$ cat src/rtl/psi_section_parser.sv
// psi_section_parser
//   Watches a byte-wide MPEG-TS stream, follows PID 0 (PAT) and the PMT PID
//   announced by the last good PAT, and parses single-packet PSI sections.
//   A section is accepted only when its CRC-32/MPEG-2 residue is zero. The
//   PMT PID (from a PAT) and PCR PID (from a PMT) are then published with
//   one-cycle valid strobes.
// Ports
//   CLK, RST           clock, asynchronous active-low reset
//   DATA_IN/ENA_IN     TS byte and its qualifier
//   PSYNC              first byte of a packet (qualified by ENA_IN)
//   PMT_PID_OUT        PMT PID from the last good PAT
//   PCR_PID_OUT        PCR PID from the last good PMT
//   PAT_VALID/PMT_VALID good section committed (1-cycle pulse)
//   CRC_ERR            PAT/PMT section failed CRC (1-cycle pulse)
//   CC_ERR             continuity counter discontinuity (1-cycle pulse)
//   state_mon          parser state: IDLE=0 HEADER=1 POINTER=2 SECTION=3 SKIP=4
module psi_section_parser (
  input  logic        CLK,
  input  logic        RST,
  input  logic [7:0]  DATA_IN,
  input  logic        ENA_IN,
  input  logic        PSYNC,
  output logic [12:0] PMT_PID_OUT,
  output logic [12:0] PCR_PID_OUT,
  output logic        PAT_VALID,
  output logic        PMT_VALID,
  output logic        CRC_ERR,
  output logic        CC_ERR,
  output logic [2:0]  state_mon
);

  typedef enum logic [2:0] {
    S_IDLE    = 3'd0,
    S_HEADER  = 3'd1,
    S_POINTER = 3'd2,
    S_SECTION = 3'd3,
    S_SKIP    = 3'd4
  } state_t;

  state_t          state_q, state_d;
  logic [1:0]      hidx_q;
  logic [12:0]     pid_q;
  logic            pusi_q;
  logic            tbl_pmt_q;
  logic            ptr_seen_q;
  logic [7:0]      ptr_rem_q;
  logic [7:0]      k_q;
  logic [11:0]     sec_len_q;
  logic [31:0]     crc_q;
  logic [12:0]     cand_q;
  logic            pmt_known_q;
  logic [1:0]      cc_valid_q;   // [0] PAT, [1] PMT
  logic [1:0][3:0] last_cc_q;

  logic        is_pat, is_pmt, tsel, hdr_go, sec_abort, sec_last;
  logic [11:0] len_now;
  logic [31:0] crc_nxt;

  // CRC-32/MPEG-2, one byte MSB first
  function automatic logic [31:0] crc_byte(input logic [31:0] c, input logic [7:0] d);
    logic [31:0] r;
    r = c;
    for (int i = 7; i >= 0; i--)
      r = (r[31] ^ d[i]) ? ({r[30:0], 1'b0} ^ 32'h04C11DB7) : {r[30:0], 1'b0};
    return r;
  endfunction

  assign is_pat  = (pid_q == 13'h0000);
  assign is_pmt  = pmt_known_q && !is_pat && (pid_q == PMT_PID_OUT) && (pid_q != 13'h1FFF);
  assign tsel    = !is_pat;
  // evaluated on header byte 3: AFC lives in DATA_IN[5:4] of that byte
  assign hdr_go  = (is_pat || is_pmt) && pusi_q && (DATA_IN[5:4] == 2'b01);
  assign len_now = {sec_len_q[11:8], DATA_IN};
  assign sec_abort = ((k_q == 8'd0) && (DATA_IN != (tbl_pmt_q ? 8'h02 : 8'h00))) ||
                     ((k_q == 8'd2) && ((len_now < 12'd13) || (len_now > 12'd166)));
  // sec_len_q is only complete once k has passed 2
  assign sec_last = (k_q > 8'd2) && ({4'd0, k_q} == (sec_len_q + 12'd2));
  assign crc_nxt  = crc_byte((k_q == 8'd0) ? 32'hFFFFFFFF : crc_q, DATA_IN);

  assign state_mon = state_q;

  always_ff @(posedge CLK or negedge RST) begin
    if (!RST) state_q <= S_IDLE;
    else      state_q <= state_d;
  end

  always_comb begin
    state_d = state_q;
    if (ENA_IN) begin
      if (PSYNC) state_d = (DATA_IN == 8'h47) ? S_HEADER : S_IDLE;
      else begin
        case (state_q)
          S_HEADER:  if (hidx_q == 2'd3) state_d = hdr_go ? S_POINTER : S_SKIP;
          S_POINTER: begin
            if (!ptr_seen_q) begin
              if (DATA_IN >= 8'd170)     state_d = S_SKIP;
              else if (DATA_IN == 8'd0)  state_d = S_SECTION;
            end else if (ptr_rem_q == 8'd1) state_d = S_SECTION;
          end
          S_SECTION: if (sec_abort || sec_last) state_d = S_SKIP;
          default: ;
        endcase
      end
    end
  end

  always_ff @(posedge CLK or negedge RST) begin
    if (!RST) begin
      hidx_q      <= 2'd0;
      pid_q       <= 13'h0;
      pusi_q      <= 1'b0;
      tbl_pmt_q   <= 1'b0;
      ptr_seen_q  <= 1'b0;
      ptr_rem_q   <= 8'd0;
      k_q         <= 8'd0;
      sec_len_q   <= 12'd0;
      crc_q       <= 32'hFFFFFFFF;
      cand_q      <= 13'h0;
      pmt_known_q <= 1'b0;
      cc_valid_q  <= 2'b00;
      last_cc_q   <= '0;
      PMT_PID_OUT <= 13'h0;
      PCR_PID_OUT <= 13'h0;
      PAT_VALID   <= 1'b0;
      PMT_VALID   <= 1'b0;
      CRC_ERR     <= 1'b0;
      CC_ERR      <= 1'b0;
    end else begin
      PAT_VALID <= 1'b0;
      PMT_VALID <= 1'b0;
      CRC_ERR   <= 1'b0;
      CC_ERR    <= 1'b0;
      if (ENA_IN) begin
        if (PSYNC) hidx_q <= 2'd1;
        else begin
          case (state_q)
            S_HEADER: begin
              hidx_q <= 2'(hidx_q + 2'd1);
              case (hidx_q)
                2'd1: begin
                  pusi_q      <= DATA_IN[6];
                  pid_q[12:8] <= DATA_IN[4:0];
                end
                2'd2: pid_q[7:0] <= DATA_IN;
                2'd3: begin
                  tbl_pmt_q  <= tsel;
                  ptr_seen_q <= 1'b0;
                  k_q        <= 8'd0;
                  // continuity is tracked even for packets skipped below
                  if (is_pat || is_pmt) begin
                    if (cc_valid_q[tsel] && (DATA_IN[3:0] != last_cc_q[tsel] + 4'd1))
                      CC_ERR <= 1'b1;
                    last_cc_q[tsel]  <= DATA_IN[3:0];
                    cc_valid_q[tsel] <= 1'b1;
                  end
                end
                default: ;
              endcase
            end
            S_POINTER: begin
              if (!ptr_seen_q) begin
                ptr_seen_q <= 1'b1;
                ptr_rem_q  <= DATA_IN;
              end else ptr_rem_q <= ptr_rem_q - 8'd1;
            end
            S_SECTION: begin
              k_q   <= k_q + 8'd1;
              crc_q <= crc_nxt;
              if (k_q == 8'd1) sec_len_q[11:8] <= DATA_IN[3:0];
              if (k_q == 8'd2) sec_len_q[7:0]  <= DATA_IN;
              if (k_q == (tbl_pmt_q ? 8'd8 : 8'd10)) cand_q[12:8] <= DATA_IN[4:0];
              if (k_q == (tbl_pmt_q ? 8'd9 : 8'd11)) cand_q[7:0]  <= DATA_IN;
              // residue over data plus CRC bytes is zero for a good section
              if (sec_last) begin
                if (crc_nxt == 32'h0) begin
                  if (!tbl_pmt_q) begin
                    PAT_VALID   <= 1'b1;
                    PMT_PID_OUT <= cand_q;
                    pmt_known_q <= 1'b1;
                    // a moved PMT restarts its continuity tracking
                    if (cand_q != PMT_PID_OUT) cc_valid_q[1] <= 1'b0;
                  end else begin
                    PMT_VALID   <= 1'b1;
                    PCR_PID_OUT <= cand_q;
                  end
                end else CRC_ERR <= 1'b1;
              end
            end
            default: ;
          endcase
        end
      end
    end
  end

endmodule

$ cat config.mk
export PLATFORM = sky130hd
export DESIGN_NAME = psi_section_parser
export DESIGN_NICKNAME = d
export VERILOG_FILES = /design/src/rtl/psi_section_parser.sv
export SDC_FILE = /design/constraint.sdc
export NUM_CORES = 1
export LEC_CHECK = 0
export CAP_MARGIN = 20
export CORE_MARGIN = 2
export CORE_UTILIZATION = 35
export CTS_BUF_LIST = sky130_fd_sc_hd__clkbuf_8
export DETAILED_ROUTE_END_ITERATION = 10
export GPL_TIMING_DRIVEN = 0
export PLACE_DENSITY = 0.54
export SLEW_MARGIN = 10
export SYNTH_ARGS = -nofsm -noshare
export SYNTH_HDL_FRONTEND = slang
export SYNTH_SLANG_ARGS = --single-unit
$ cat constraint.sdc
create_clock -name CLK -period 4.04 [get_ports CLK]
set_clock_uncertainty 0.05 [all_clocks]
set_input_delay 1.212 -clock CLK [delete_from_list [all_inputs] [get_ports CLK]]
set_output_delay 1.212 -clock CLK [all_outputs]
set_load 0.01 [all_outputs]
**Word level (Yosys, flattened, before mapping)**

Cells that the tools add are included.

- Add/sub/neg operators: 5
- Reductions and logical operators: 40
- Bitwise logic cells: 19
- Magnitude comparators: 6
- Equality and inequality tests: 29
- Mux-type cells: 68

Operators by type and width:

| operator | number |
|---|---|
| $mux W27 | 8 |
| $not A14 Y14 | 8 |
| $reduce_and A4 Y1 | 9 |
| $logic_not A32 Y1 | 1 |
| $mux W1 | 32 |
| $mux W32 | 1 |
| $mux W3 | 8 |
| $reduce_and A6 Y1 | 3 |
| $eq A8 B1 Y1 const B | 2 |
| $eq A8 B4 Y1 | 2 |
| $logic_not A8 Y1 | 2 |
| $mux W8 | 2 |
| $pmux W8 S2 | 1 |
| $mux W2 | 7 |
| $eq A13 B13 Y1 | 1 |
| $logic_not A13 Y1 | 1 |
| $ne A13 B13 Y1 | 1 |
| $ne A13 B13 Y1 const B | 1 |
| $add A12 B2 Y12 const B | 1 |
| $eq A8 B12 Y1 | 1 |
| $gt A12 B8 Y1 const B | 1 |
| $lt A12 B4 Y1 const B | 1 |
| $mux W4 | 3 |
| $ne A2 B2 Y1 const B | 6 |
| other kinds (36) | 64 |

- Flip-flop bits (word level): 135
- Bits of input ports: 12
- Logic and storage cells: 192

**Logic depth before layout (Yosys ltp)**

- Depth after elaboration: 24
- Gate-level depth with buffers: 16
- Depth with buffers taken out: 12

**Worst setup path after synthesis**

No wires, ideal clock.

- Kind: input to register
- Start point: input DATA_IN[6]
- End point: register PMT_PID_OUT[10]
- Path slack: -141 ps
- Path buffers: 3
- Arrival time: 4006 ps
- Stages on the path: 11
- Data required time: 3865 ps
- Cells stage by stage: buf_6 xor3_2 xnor3_1 or3_1 a2111o_1 a211o_1 a211oi_1 and4_1 buf_4 buf_12 mux2_4

- Word-level cells in the longest chain between the ends: 14

RTL lines:

| what | line | RTL |
|---|---|---|
| start: declaration | 20 | `input logic [7:0] DATA_IN,` |
| $xor A1 B1 Y1 (*) | 64 | `r = (r[31] ^ d[i]) ? ({r[30:0], 1'b0} ^ 32'h04C11DB7) : {r[30:0], 1'b0};` |
| $mux W27 (*) | 64 |  |
| $not A14 Y14 (no line) or $mux W27 (tied branches) | n/a |  |
| $mux W27 or $not A14 Y14 (tied branches) | n/a |  |
| $not A14 Y14 (no line) or $mux W27 (tied branches) | n/a |  |
| $mux W27 or $not A14 Y14 (tied branches) | n/a |  |
| $mux W27 | 64 |  |
| $not A14 Y14 (no line) or $mux W27 (tied branches) | n/a |  |
| $mux W27 or $not A14 Y14 (tied branches) | n/a |  |
| $not A14 Y14 (no line) or $mux W27 (tied branches) | n/a |  |
| $mux W27 or $not A14 Y14 (tied branches) | n/a |  |
| $mux W27 | 64 |  |
| $logic_not A32 Y1 (*) | 175 | `if (crc_nxt == 32'h0) begin` |
| $reduce_and A6 Y1 (no line) (*) | n/a |  |
| end signal: assignment | 178 | `PMT_PID_OUT <= cand_q;` |
| end: declaration | 23 | `output logic [12:0] PMT_PID_OUT,` |

Every way passes the cells marked *; elsewhere a longest branch is shown, timed or not.
A chain may end at the register's enable or synchronous reset.

**Worst setup path after layout**

- Start point: input DATA_IN[2]
- End point: register PMT_PID_OUT[10]

- Word-level cells in the longest chain between the ends: 8

RTL lines:

| what | line |
|---|---|
| $xor A1 B1 Y1 (*) | 64 |
| $mux W27 (*) | 64 |
| $not A14 Y14 (no line) | n/a |
| $mux W27 | 64 |
| $not A14 Y14 (no line) | n/a |
| $mux W27 | 64 |
| $logic_not A32 Y1 (*) | 175 |
| $reduce_and A6 Y1 (no line) (*) | n/a |

Marked as above.

==> flow_summary.ini <==
[finish]
layout.nets = 988
drive_gt1_share_pct = 21.0
final_cell_mix = dfrtp_1 (101), xnor2_1 (97), nand2_1 (80)
layout_commonest_cell = dfrtp_1
area_delta_synth_final_pct = 16.3
n_antenna_cell = 0

[synthesis]
ys.warnings.count = 0
avgSynthCellArea_sq_um = 9.97
synth_area_leader_cell = dfrtp_1
synth_edf_count = 0
synth_cell_type_count = 77
synthTopCellsByArea = dfrtp_1 (29%), xnor2_1 (9.9%), dfstp_2 (9.3%)
synth_top_area_share_pct = 28.7
synth_seq_cells = 135
ys_seq_area_share_pct = 38.0
ys.flop_type = dfrtp_1
synth_cells = 902
synth_nets = 926
synth_area_sq_um = 9000
synthArstFlopShare_pct = 100

[critical_path]
critPathLaunchType = input pin
reg2regPathDepth = 15
cp_slowest_cell = or4_1
crit_type = input pin to register
cp_cell_sequence = dlygate4sd2_1 > buf_4 > xnor2_1 > or4_1 > a211oi_2 > o221a_2 > and4_1 > buf_6 > buf_12 > mux2_4
worstPathMaxFanout = 10
arrival_ns = 4.29
cpPeakStageDelay_ns = 0.59
worst_setup_path_end_kind = register
required_ns = 4.34

[power]
p_switching_w = 0.00109
intPower_w = 0.00232
peakVddDrop_uv = 194
pwr-share-comb_pct = 21.8
swShare_pct = 32.0
p_seq_share_pct = 41.7
powerDensity_nw_per_um2 = 327
power_leakage_nw = 4.46
power.share.clock_pct = 36.6

[route]
avgViaCountPerCell = 5.29
first_iter_violations = 485
detail-route-antenna-nets = 0
wirelength_mm = 25.9
drc = 0
via_count = 6917
post_drt_wl_per_cell_um = 19.8
drt_pass1_iterations = 5

[sta]
fin_crit_sh_pct = 98.8
post-route-min-period_ns = 3.99
max_freq_mhz = 251
setup_viol_count_final = 0
slew_headroom_pct = 27.7
rsz0062_at_grt = no
tightest_slew_ns = 1.07
setup-tns-final_ns = 0
hold_violations = 0
setup_ws_ns = 0.0481
hold_slack_ns = 0.423
maxSlewViolCount = 0

[worst_hold_path]
worst_hold_path_type = register to register
hold_depth = 2

[clock_tree]
cts_max_path_buffers = 2
numClockSinks = 135
cts_hold_buffers = 0
htreeDepth = 4
clk_latency_ns = 0.46
clkTransAtPathRegs_ns = 0.09
clockRootBuffer = clkbuf_8
cts_tree = done
cts_buffers = 17

[global_routing]
track_usage_pct = 20.2
grt_overflow = 0
grt_pass1_wl_mm = 41.3
grt_pass1_vias = 6959
antenna_found_initial = 0
grt_max_degree = 87

[placed_design]
dp_slack_ns = -1.11
hpwl_mm = 18.6
io_buffer_count = 38
globalplace.congestion = 0.897

[outcome]
status = finished clean

[floorplan]
initial_core_util_pct = 35.7
core_sq_um = 25200
fp.dieW_um = 164
num_rows = 58
die_area_sq_um = 27000
io_pins = 45
die_height_um = 164

[flow_run]
maxCapViolations = 0
[cells by family (layout without fill, tap and decap cells)]
kind of cell	after synthesis	after routing	share of synthesized area [%]
mux	75	75	10.1
simple gates	260	260	14.7
flops	135	135	38.0
xor+xnor	177	177	20.2
fa+ha+maj	12	12	1.67
compound gates	170	170	11.6
buf+inv	73	148	3.69
[sequential cells by signal, indices dropped and copies added (netlist names), 2 cells and up]
signal and flops:
state_mon 3, k_q 8, ptr_rem_q 8, sec_len_q 12, last_cc_q 8, pid_q 13
crc_q 32, PMT_PID_OUT 13, cc_valid_q 2, hidx_q 2, cand_q 13, PCR_PID_OUT 13
[worst paths after layout]
| path | start | end | slack, ns |
|---|---|---|---|
| hold / removal | crc_q[12]$_DFFE_PN1P_ | crc_q[12]$_DFFE_PN1P_ | 0.42 |
| max in group asynchronous | RST | crc_q[7]$_DFFE_PN1P_ | 2.55 |
| min in group asynchronous | RST | ptr_rem_q[3]$_DFFE_PN0P_ | 0.60 |
| setup / recovery | DATA_IN[2] | PMT_PID_OUT[10]$_DFFE_PN0P_ | 0.05 |
| hold reg to reg | crc_q[12]$_DFFE_PN1P_ | crc_q[12]$_DFFE_PN1P_ | 0.42 |
| setup reg to reg | k_q[1]$_DFFE_PN0P_ | PMT_PID_OUT[10]$_DFFE_PN0P_ | 0.14 |
[Yosys cell counts (4+ instances only)]
library cell,count
clkbuf_1,28
o21a_1,4
xor2_1,53
and2_1,5
mux2i_1,8
o211ai_1,6
dfrtp_1,103
xor3_1,6
a211o_1,5
inv_1,15
a22oi_1,4
a21oi_1,38
xnor2_1,102
mux2_2,47
buf_2,14
buf_1,7
nand2_1,80
or3_1,9
xnor2_2,7
dfstp_2,32
nor4_1,10
and3_1,10
a211oi_1,8
nand4_1,16
a31oi_1,5
nor2_1,51
nand2b_1,9
or4_1,4
mux2_4,19
nand3_1,20
nor2b_1,4
nor3_1,20
and4_1,5
ha_1,12
xnor3_1,8
o21ai_0,69
[power by group through the flow]
stage / logic [W] / registers (W) / clock network, W
after floorplan: 0.000513 / 0.00144 / 0
after global placement: 0.000694 / 0.00144 / 0
after detailed placement: 0.000701 / 0.00144 / 0
after CTS: 0.000734 / 0.00142 / 0.00127
after global routing: 0.000812 / 0.00143 / 0.00133
final: 0.000744 / 0.00142 / 0.00125
[worst max-delay path: cells and delay by family]
kind            cells  cell delay (ns)
simple gates        2             0.85
buf+inv             4             1.05
compound gates      2             0.60
xor+xnor            1             0.27
mux                 1             0.30
[layout make-up]
cell class	count	area [sq um]
clock buffers	17	234
fillers	2469	14700
plain buffers	52	290
flip-flops and latches	135	3420
multi-input cells	694	5390
clock inverters	15	191
well taps	330	413
repair buffers	46	458
inverters	18	67.6
[routing by layer]
layer / vias to the layer above / routed length, um / GRT usage [%]
met1: 3466 / 12500 / 28.4
li1: 3291 / - / -
met4: 0 / 438 / 4.82
met3: 29 / 815 / 3.08
met2: 131 / 12200 / 32.6
met5: - / 0 / 0
[stage by stage]
stage / power, W / instance area [sq um] / cells / utilization [%]
after floorplan: 0.00195 / 9010 / 902 / -
after global placement: 0.00214 / 9800 / 1270 / 38.9
after detailed placement: 0.00215 / 9840 / 1271 / 39.1
after CTS: 0.00343 / 10400 / 1306 / 41.4
after global routing: 0.00357 / 10500 / 1307 / 41.5
final: 0.00342 / 10500 / 1307 / 41.5
[timing repair]
action	CTS	global route
setup buffers	5	2
pin swaps	4	1
resized for setup	30	8
setup endpoints to repair	33	27
Note: power is estimated with default switching activity, not from simulation.
